$ cat src/rtl/iiitb_shreg_pkg.sv
// Shared types and the shift helper for the iiitb universal shift register.
// Optional parity output on the top is enabled with IIITB_SHREG_PARITY_EN.
package iiitb_shreg_pkg;

    typedef enum logic [2:0] {
        MODE_HOLD    = 3'd0,
        MODE_LOAD    = 3'd1,
        MODE_SHL     = 3'd2,
        MODE_SHR     = 3'd3,
        MODE_ROL     = 3'd4,
        MODE_ROR     = 3'd5,
        MODE_BURST_L = 3'd6,
        MODE_BURST_R = 3'd7
    } mode_e;

    typedef enum logic {
        ST_IDLE  = 1'b0,
        ST_BURST = 1'b1
    } state_e;

    // The helper works on a fixed-size container; WIDTH must not exceed SHREG_MAX_W.
    localparam int SHREG_MAX_W = 64;
    localparam int SHREG_IDX_W = 6;

    // One-bit shift of value[msb:0]; bits above msb in the result are don't-care.
    function automatic logic [SHREG_MAX_W-1:0] shreg_shift(
        input logic [SHREG_MAX_W-1:0] value,
        input logic [SHREG_IDX_W-1:0] msb,
        input logic                   left,
        input logic                   rotate,
        input logic                   fill
    );
        logic [SHREG_MAX_W-1:0] res;
        logic                   end_bit;
        end_bit = rotate ? (left ? value[msb] : value[0]) : fill;
        if (left) begin
            res    = {value[SHREG_MAX_W-2:0], 1'b0};
            res[0] = end_bit;
        end else begin
            res      = {1'b0, value[SHREG_MAX_W-1:1]};
            res[msb] = end_bit;
        end
        return res;
    endfunction

endpackage

$ cat src/rtl/iiitb_shreg_burst_ctl.sv
// Burst sequencer: clamps the shift count, runs one shift per cycle, and
// generates busy/done plus the shift strobe and direction for the datapath.
module iiitb_shreg_burst_ctl
    import iiitb_shreg_pkg::*;
#(
    parameter int WIDTH = 8,
    parameter int CW    = $clog2(WIDTH + 1)
) (
    input  logic          clk,
    input  logic          clear,
    input  logic          en,
    input  mode_e         mode,
    input  logic [CW-1:0] shamt,
    output logic          shift_en,
    output logic          shift_left,
    output logic          busy,
    output logic          done,
    output state_e        state
);

    logic [CW-1:0] n;
    logic [CW-1:0] rem;
    logic          dir_q;
    logic          start;

    always_comb begin
        n          = (shamt > CW'(WIDTH)) ? CW'(WIDTH) : shamt;
        start      = en && (state == ST_IDLE) &&
                     ((mode == MODE_BURST_L) || (mode == MODE_BURST_R));
        // The accepting edge already performs the first shift.
        shift_en   = (state == ST_BURST) || (start && (n != '0));
        shift_left = (state == ST_BURST) ? dir_q : (mode == MODE_BURST_L);
    end

    assign busy = (state == ST_BURST);

    always_ff @(posedge clk or negedge clear) begin
        if (!clear) begin
            state <= ST_IDLE;
            rem   <= '0;
            dir_q <= 1'b0;
            done  <= 1'b0;
        end else begin
            case (state)
                ST_IDLE: begin
                    done <= 1'b0;
                    if (start) begin
                        dir_q <= (mode == MODE_BURST_L);
                        if (n > CW'(1)) begin
                            state <= ST_BURST;
                            rem   <= n - CW'(1);
                        end else begin
                            done <= 1'b1;
                        end
                    end
                end
                ST_BURST: begin
                    rem <= rem - CW'(1);
                    if (rem == CW'(1)) begin
                        state <= ST_IDLE;
                        done  <= 1'b1;
                    end
                end
            endcase
        end
    end

endmodule

$ cat src/rtl/iiitb_univ_shreg.sv
// WIDTH-bit universal register: hold, load, shift/rotate both ways, serial I/O, bursts.
// Define IIITB_SHREG_PARITY_EN to add the registered even-parity output.
module iiitb_univ_shreg
    import iiitb_shreg_pkg::*;
#(
    parameter int WIDTH = 8,
    parameter int CW    = $clog2(WIDTH + 1)
) (
    input  logic             clk,
    input  logic             clear,
    input  logic             en,
    input  logic [2:0]       mode,
    input  logic [WIDTH-1:0] pi,
    input  logic             sin_l,
    input  logic             sin_r,
    input  logic [CW-1:0]    shamt,
    output logic [WIDTH-1:0] po,
    output logic             sout_l,
    output logic             sout_r,
    output logic             busy,
    output logic             done
`ifdef IIITB_SHREG_PARITY_EN
    ,
    output logic             parity
`endif
);

    // Command handshake: en is a strobe qualified by busy. A command is taken on
    // the rising edge where en=1 and busy=0; while busy=1 all command inputs are
    // ignored. done pulses for one cycle after the last burst shift, and a new
    // command may be presented in that same cycle.

    localparam logic [SHREG_IDX_W-1:0] MSB = SHREG_IDX_W'(WIDTH - 1);

    mode_e                  cmd;
    state_e                 state;
    logic                   shift_en;
    logic                   shift_left;
    logic                   accept;
    logic                   do_sh;
    logic                   sh_dir;
    logic                   sh_rot;
    logic                   sh_fill;
    logic [SHREG_MAX_W-1:0] po_ext;
    logic [SHREG_MAX_W-1:0] sh_res;
    logic [WIDTH-1:0]       po_nxt;
    logic                   unused_hi;

    assign cmd    = mode_e'(mode);
    assign accept = en && (state == ST_IDLE);

    iiitb_shreg_burst_ctl #(
        .WIDTH (WIDTH),
        .CW    (CW)
    ) u_ctl (
        .clk        (clk),
        .clear      (clear),
        .en         (en),
        .mode       (cmd),
        .shamt      (shamt),
        .shift_en   (shift_en),
        .shift_left (shift_left),
        .busy       (busy),
        .done       (done),
        .state      (state)
    );

    always_comb begin
        do_sh   = 1'b0;
        sh_dir  = 1'b0;
        sh_rot  = 1'b0;
        sh_fill = 1'b0;
        if (shift_en) begin
            do_sh   = 1'b1;
            sh_dir  = shift_left;
            sh_fill = shift_left ? sin_r : sin_l;
        end else if (accept) begin
            case (cmd)
                MODE_SHL: begin do_sh = 1'b1; sh_dir = 1'b1; sh_fill = sin_r; end
                MODE_SHR: begin do_sh = 1'b1; sh_fill = sin_l; end
                MODE_ROL: begin do_sh = 1'b1; sh_dir = 1'b1; sh_rot = 1'b1; end
                MODE_ROR: begin do_sh = 1'b1; sh_rot = 1'b1; end
                default: ;
            endcase
        end

        po_ext             = '0;
        po_ext[WIDTH-1:0]  = po;
        sh_res             = shreg_shift(po_ext, MSB, sh_dir, sh_rot, sh_fill);

        po_nxt = po;
        if (do_sh)
            po_nxt = sh_res[WIDTH-1:0];
        else if (accept && (cmd == MODE_LOAD))
            po_nxt = pi;
    end

    // Bits of the helper's container above MSB carry no information.
    assign unused_hi = ^sh_res;

    always_ff @(posedge clk or negedge clear) begin
        if (!clear)
            po <= '0;
        else
            po <= po_nxt;
    end

    assign sout_l = po[WIDTH-1];
    assign sout_r = po[0];

`ifdef IIITB_SHREG_PARITY_EN
    always_ff @(posedge clk or negedge clear) begin
        if (!clear)
            parity <= 1'b0;
        else
            parity <= ^po_nxt;
    end
`endif

endmodule

$ cat config.mk
export PLATFORM = sky130hd
export DESIGN_NAME = iiitb_univ_shreg
export DESIGN_NICKNAME = d
export VERILOG_FILES = /design/src/rtl/iiitb_shreg_pkg.sv /design/src/rtl/iiitb_shreg_burst_ctl.sv /design/src/rtl/iiitb_univ_shreg.sv
export SDC_FILE = /design/constraint.sdc
export NUM_CORES = 1
export LEC_CHECK = 0
export ABC_AREA = 1
export BUFFER_PORTS_ARGS = -buffer_cell sky130_fd_sc_hd__buf_2
export CAP_MARGIN = 20
export CORE_MARGIN = 5
export CORE_UTILIZATION = 50
export DETAILED_ROUTE_END_ITERATION = 8
export PLACE_DENSITY = 0.79
export SETUP_SLACK_MARGIN = 0.3
export SYNTH_ARGS = -nofsm -noshare
export SYNTH_HDL_FRONTEND = slang
export SYNTH_SLANG_ARGS = --single-unit
$ cat constraint.sdc
create_clock -name clk -period 3.1 [get_ports clk]
set_clock_uncertainty 0.1 [all_clocks]
set_input_delay 0.155 -clock clk [delete_from_list [all_inputs] [get_ports clk]]
set_output_delay 0.155 -clock clk [all_outputs]
set_load 0.005 [all_outputs]
==> summary.md <==
| Metric | Value |
|---|---|
| Status | complete, no violations |
| WP data required | 3.17 ns |
| Reg area | 375 sq um |
| Routed wire length | 2770 um |
| Multi-input gate area | 729 sq um |
| DR vias/cell | 5.41 |
| Clk slew on worst S/H paths | 0.10 ns |
| Fmax | 514 MHz |
| Worst Tran Pin Value | 0.495 ns |
| Max Slew Vio Count | 0 |
| Global-route wire length before repair | 4660 um |
| Vias post-DR | 1184 |
| Crit path to | po[4]$_DFFE_PN0P_ |
| CORE AREA | 2430 sq um |
| # fillers | 209 |
| Synth warn | 0 |
| Routed wire length per instance | 12.6 um |
| Final #Nets | 214 |
| Syn Std Cell Area | 1260 sq um |
| Antenna cells | 0 |
| #FFs+latches synth | 15 |
| Num ports | 32 |
| Worst EP arrival | 2.02 ns |
| Vias in the first global route | 1069 |
| Distinct cells, synth | 35 |
| Initial DRC Count | 37 |
| Pre-antenna DRT Iters | 5 |
| Die Wd | 60.1 um |
| RSZ-0062 raised after global routing | false |
| Clock root cell | clkbuf_4 |
| RD Place Congestion | 0.827 |
| Launching point of the worst reg2reg path | u_ctl.busy$_DFF_PN0_ |
| Final instance area | 1450 sq um |
| Place WS | 1.11 ns |
| IO buf count | 31 |
| Largest net degree at the start of global routing | 16 |
| Clock tree sinks | 15 |
| CTS Buffer Depth | 2 |
| Min Tclk post-route | 1.94 ns |
| TritonCTS Buffers | 3 |
| TritonCTS clock tree | done |
| Pwr/cell area | 996 nW/um^2 |
| CP endpoint kind | register |
| CTS Hold Bufs | 1 |
| Clock latency on the worst-skew pair | 0.29 ns |
| Die area | 3620 sq um |
| CTS HTree Levels | 1 |
| Total track usage | 0.170 |
| Share of cells above drive strength 1 | 0.349 |
| Post-synth EDFFs | 0 |
| Area grow syn2layout | 15.2% |
| R2R depth | 9 |
| R2R Path End | po[4]$_DFFE_PN0P_ |
| Starting Density | 0.516 |
| FF-to-FF setup slack | 1.16 ns |
| Finish-stage setup viols | 0 |
| Period utilisation layout | 0.627 |
| PnR worst setup slack | 1.16 ns |
| Slew margin rel. | 0.670 |
| Postcts setup bufs | 0 |
| Yosys top cell area share | 0.299 |
| Std cell rows | 18 |
| # Max-Cap Violations | 0 |
| Placed Area | 1410 sq um |
| GRT overflow | 0 |
| Worst VDD drop | 0.495 mV |
| Die height | 60.1 um |
| Share of the yosys chip area belonging to registers | 0.299 |
| Final hold violations | 0 |
| Post-synth ARST share | 1.00 |
| Final HPWL DP | 2240 um |
| Avg Cell Area, Syn | 8.00 sq um |
| Lkg Pwr | 0.000737 uW |
| PostCTS Resize Cnt | 0 |
| Type of the worst setup path | reg -> reg |
| Total negative slack | 0 ns |
| Antenna violations before repair | 0 |
| DRT antenna net count | 0 |
| Synth area leaders | dfrtp_1, nand2_1, o21ai_0 |
| Setup crit start | u_ctl.busy$_DFF_PN0_ |
| Post-route DRC violation count | 0 |
| Min-Delay Path Class | in -> reg |
| Worst setup SP type | register |
| Mapped Cells | 157 |
| Crit-path max FO | 12 |
| Syn nets | 181 |
| Yosys top cell by area | dfrtp_1 |
| Most common flop cell mapped by yosys | dfrtp_1 |
worst min-delay path by stage:
stage | start | to | cells after the start
after floorplan | clear | po[0]$_DFFE_PN0P_ | 0
after global placement | clear | u_ctl.rem[1]$_DFFE_PN0P_ | 1
after detailed placement | clear | u_ctl.rem[1]$_DFFE_PN0P_ | 1
after CTS | pi[6] | po[6]$_DFFE_PN0P_ | 3
after global routing | pi[6] | po[6]$_DFFE_PN0P_ | 3
final | pi[6] | po[6]$_DFFE_PN0P_ | 3
power breakdown:
| part | switching (uW) | internal, uW | total, uW | leakage (uW) |
|---|---|---|---|---|
| logic | 551 | 369 | 920 | 0.000542 |
| clock network | 72.5 | 49.1 | 122 | 0.0000139 |
| registers | 101 | 298 | 399 | 0.000181 |
registers in the layout (all words and copies together), names as in the netlist:
signal	flops
u_ctl.done	1
po	8
u_ctl.busy	1
u_ctl.dir_q	1
u_ctl.rem	4
cell usage in the layout, fill, tap and decap left out:
cell            n
a21oi_1         5
a31oi_1         1
nor2_8          1
nand3_1        10
ha_1            4
o22ai_2         4
xor2_1          1
inv_2           2
nand3_2         1
inv_6           1
o21a_1          1
nor2_1          9
clkbuf_4        3
o211ai_1        3
o21ai_0        16
nand2_4         3
nor3_1          2
inv_12          1
nand2_1        30
inv_1          19
clkinvlp_4      1
dlygate4sd3_1   1
nand2_2         3
inv_4           1
dfrtp_1        15
o221ai_1        1
o21ai_2         3
a21oi_2         4
xnor2_1         2
buf_2          31
nor2_2          4
or2_1           1
nand2_8         2
nand3b_1        1
nand3_4         1
nand4_1         1
kinds of logic after synthesis:
logic type               count (synthesis)  share of synthesized area
flip-flops                              15                      0.299
buffers and inverters                   28                      0.121
adder cells (fa/ha/maj)                  4                     0.0398
AO/OA/AOI/OAI                           38                      0.208
XOR/XNOR                                 3                     0.0209
AND/OR/NAND/NOR                         69                      0.312
per-layer routing:
metal | part of all wire | GRT usage
met5 | 0 | 0
met1 | 0.42 | 0.222
met2 | 0.49 | 0.281
met3 | 0.071 | 0.0216
met4 | 0.019 | 0.0696
worst max-delay path, cell delays in order (launching register included):
cell and delay (ns):
dfrtp_1 0.67, inv_12 0.08, nand2_8 0.10, inv_2 0.05, nand2_1 0.09, nand3_4 0.14
inv_4 0.15, nand2_4 0.14, o21ai_0 0.17, o22ai_2 0.13
area by class of cell:
class	instances	area share
well taps	30	0.0259
repair buffers	32	0.114
clock buffers	3	0.0156
inverters	24	0.0761
clock inverters	1	0.00519
multi-input cells	114	0.504
flip-flops and latches	15	0.259
metrics by stage:
stage / hold slack [ns] / cells / power (uW) / utilization
after CTS: 0.0485 / 219 / 1450 / 0.595
after detailed placement: -0.0158 / 214 / 1320 / 0.579
after floorplan: -0.241 / 157 / 1140 / -
after global routing: 0.0467 / 219 / 1580 / 0.595
final: 0.0551 / 219 / 1440 / 0.595
after global placement: -0.0162 / 214 / 1280 / 0.579
synth_stat cells, types with 2 or more instances:
| cell | instances |
|---|---|
| inv_1 | 19 |
| nand2_1 | 30 |
| buf_4 | 2 |
| xnor2_1 | 2 |
| inv_2 | 2 |
| nor2_2 | 4 |
| o21ai_0 | 16 |
| nor3_1 | 2 |
| o22ai_2 | 4 |
| nor2_1 | 9 |
| ha_1 | 4 |
| nand2_4 | 3 |
| nand2_2 | 3 |
| o21ai_2 | 3 |
| a21oi_1 | 5 |
| a21oi_2 | 4 |
| nand2_8 | 2 |
| nand3_1 | 10 |
| o211ai_1 | 3 |
| dfrtp_1 | 15 |
Note: power is estimated with default switching activity, not from simulation.
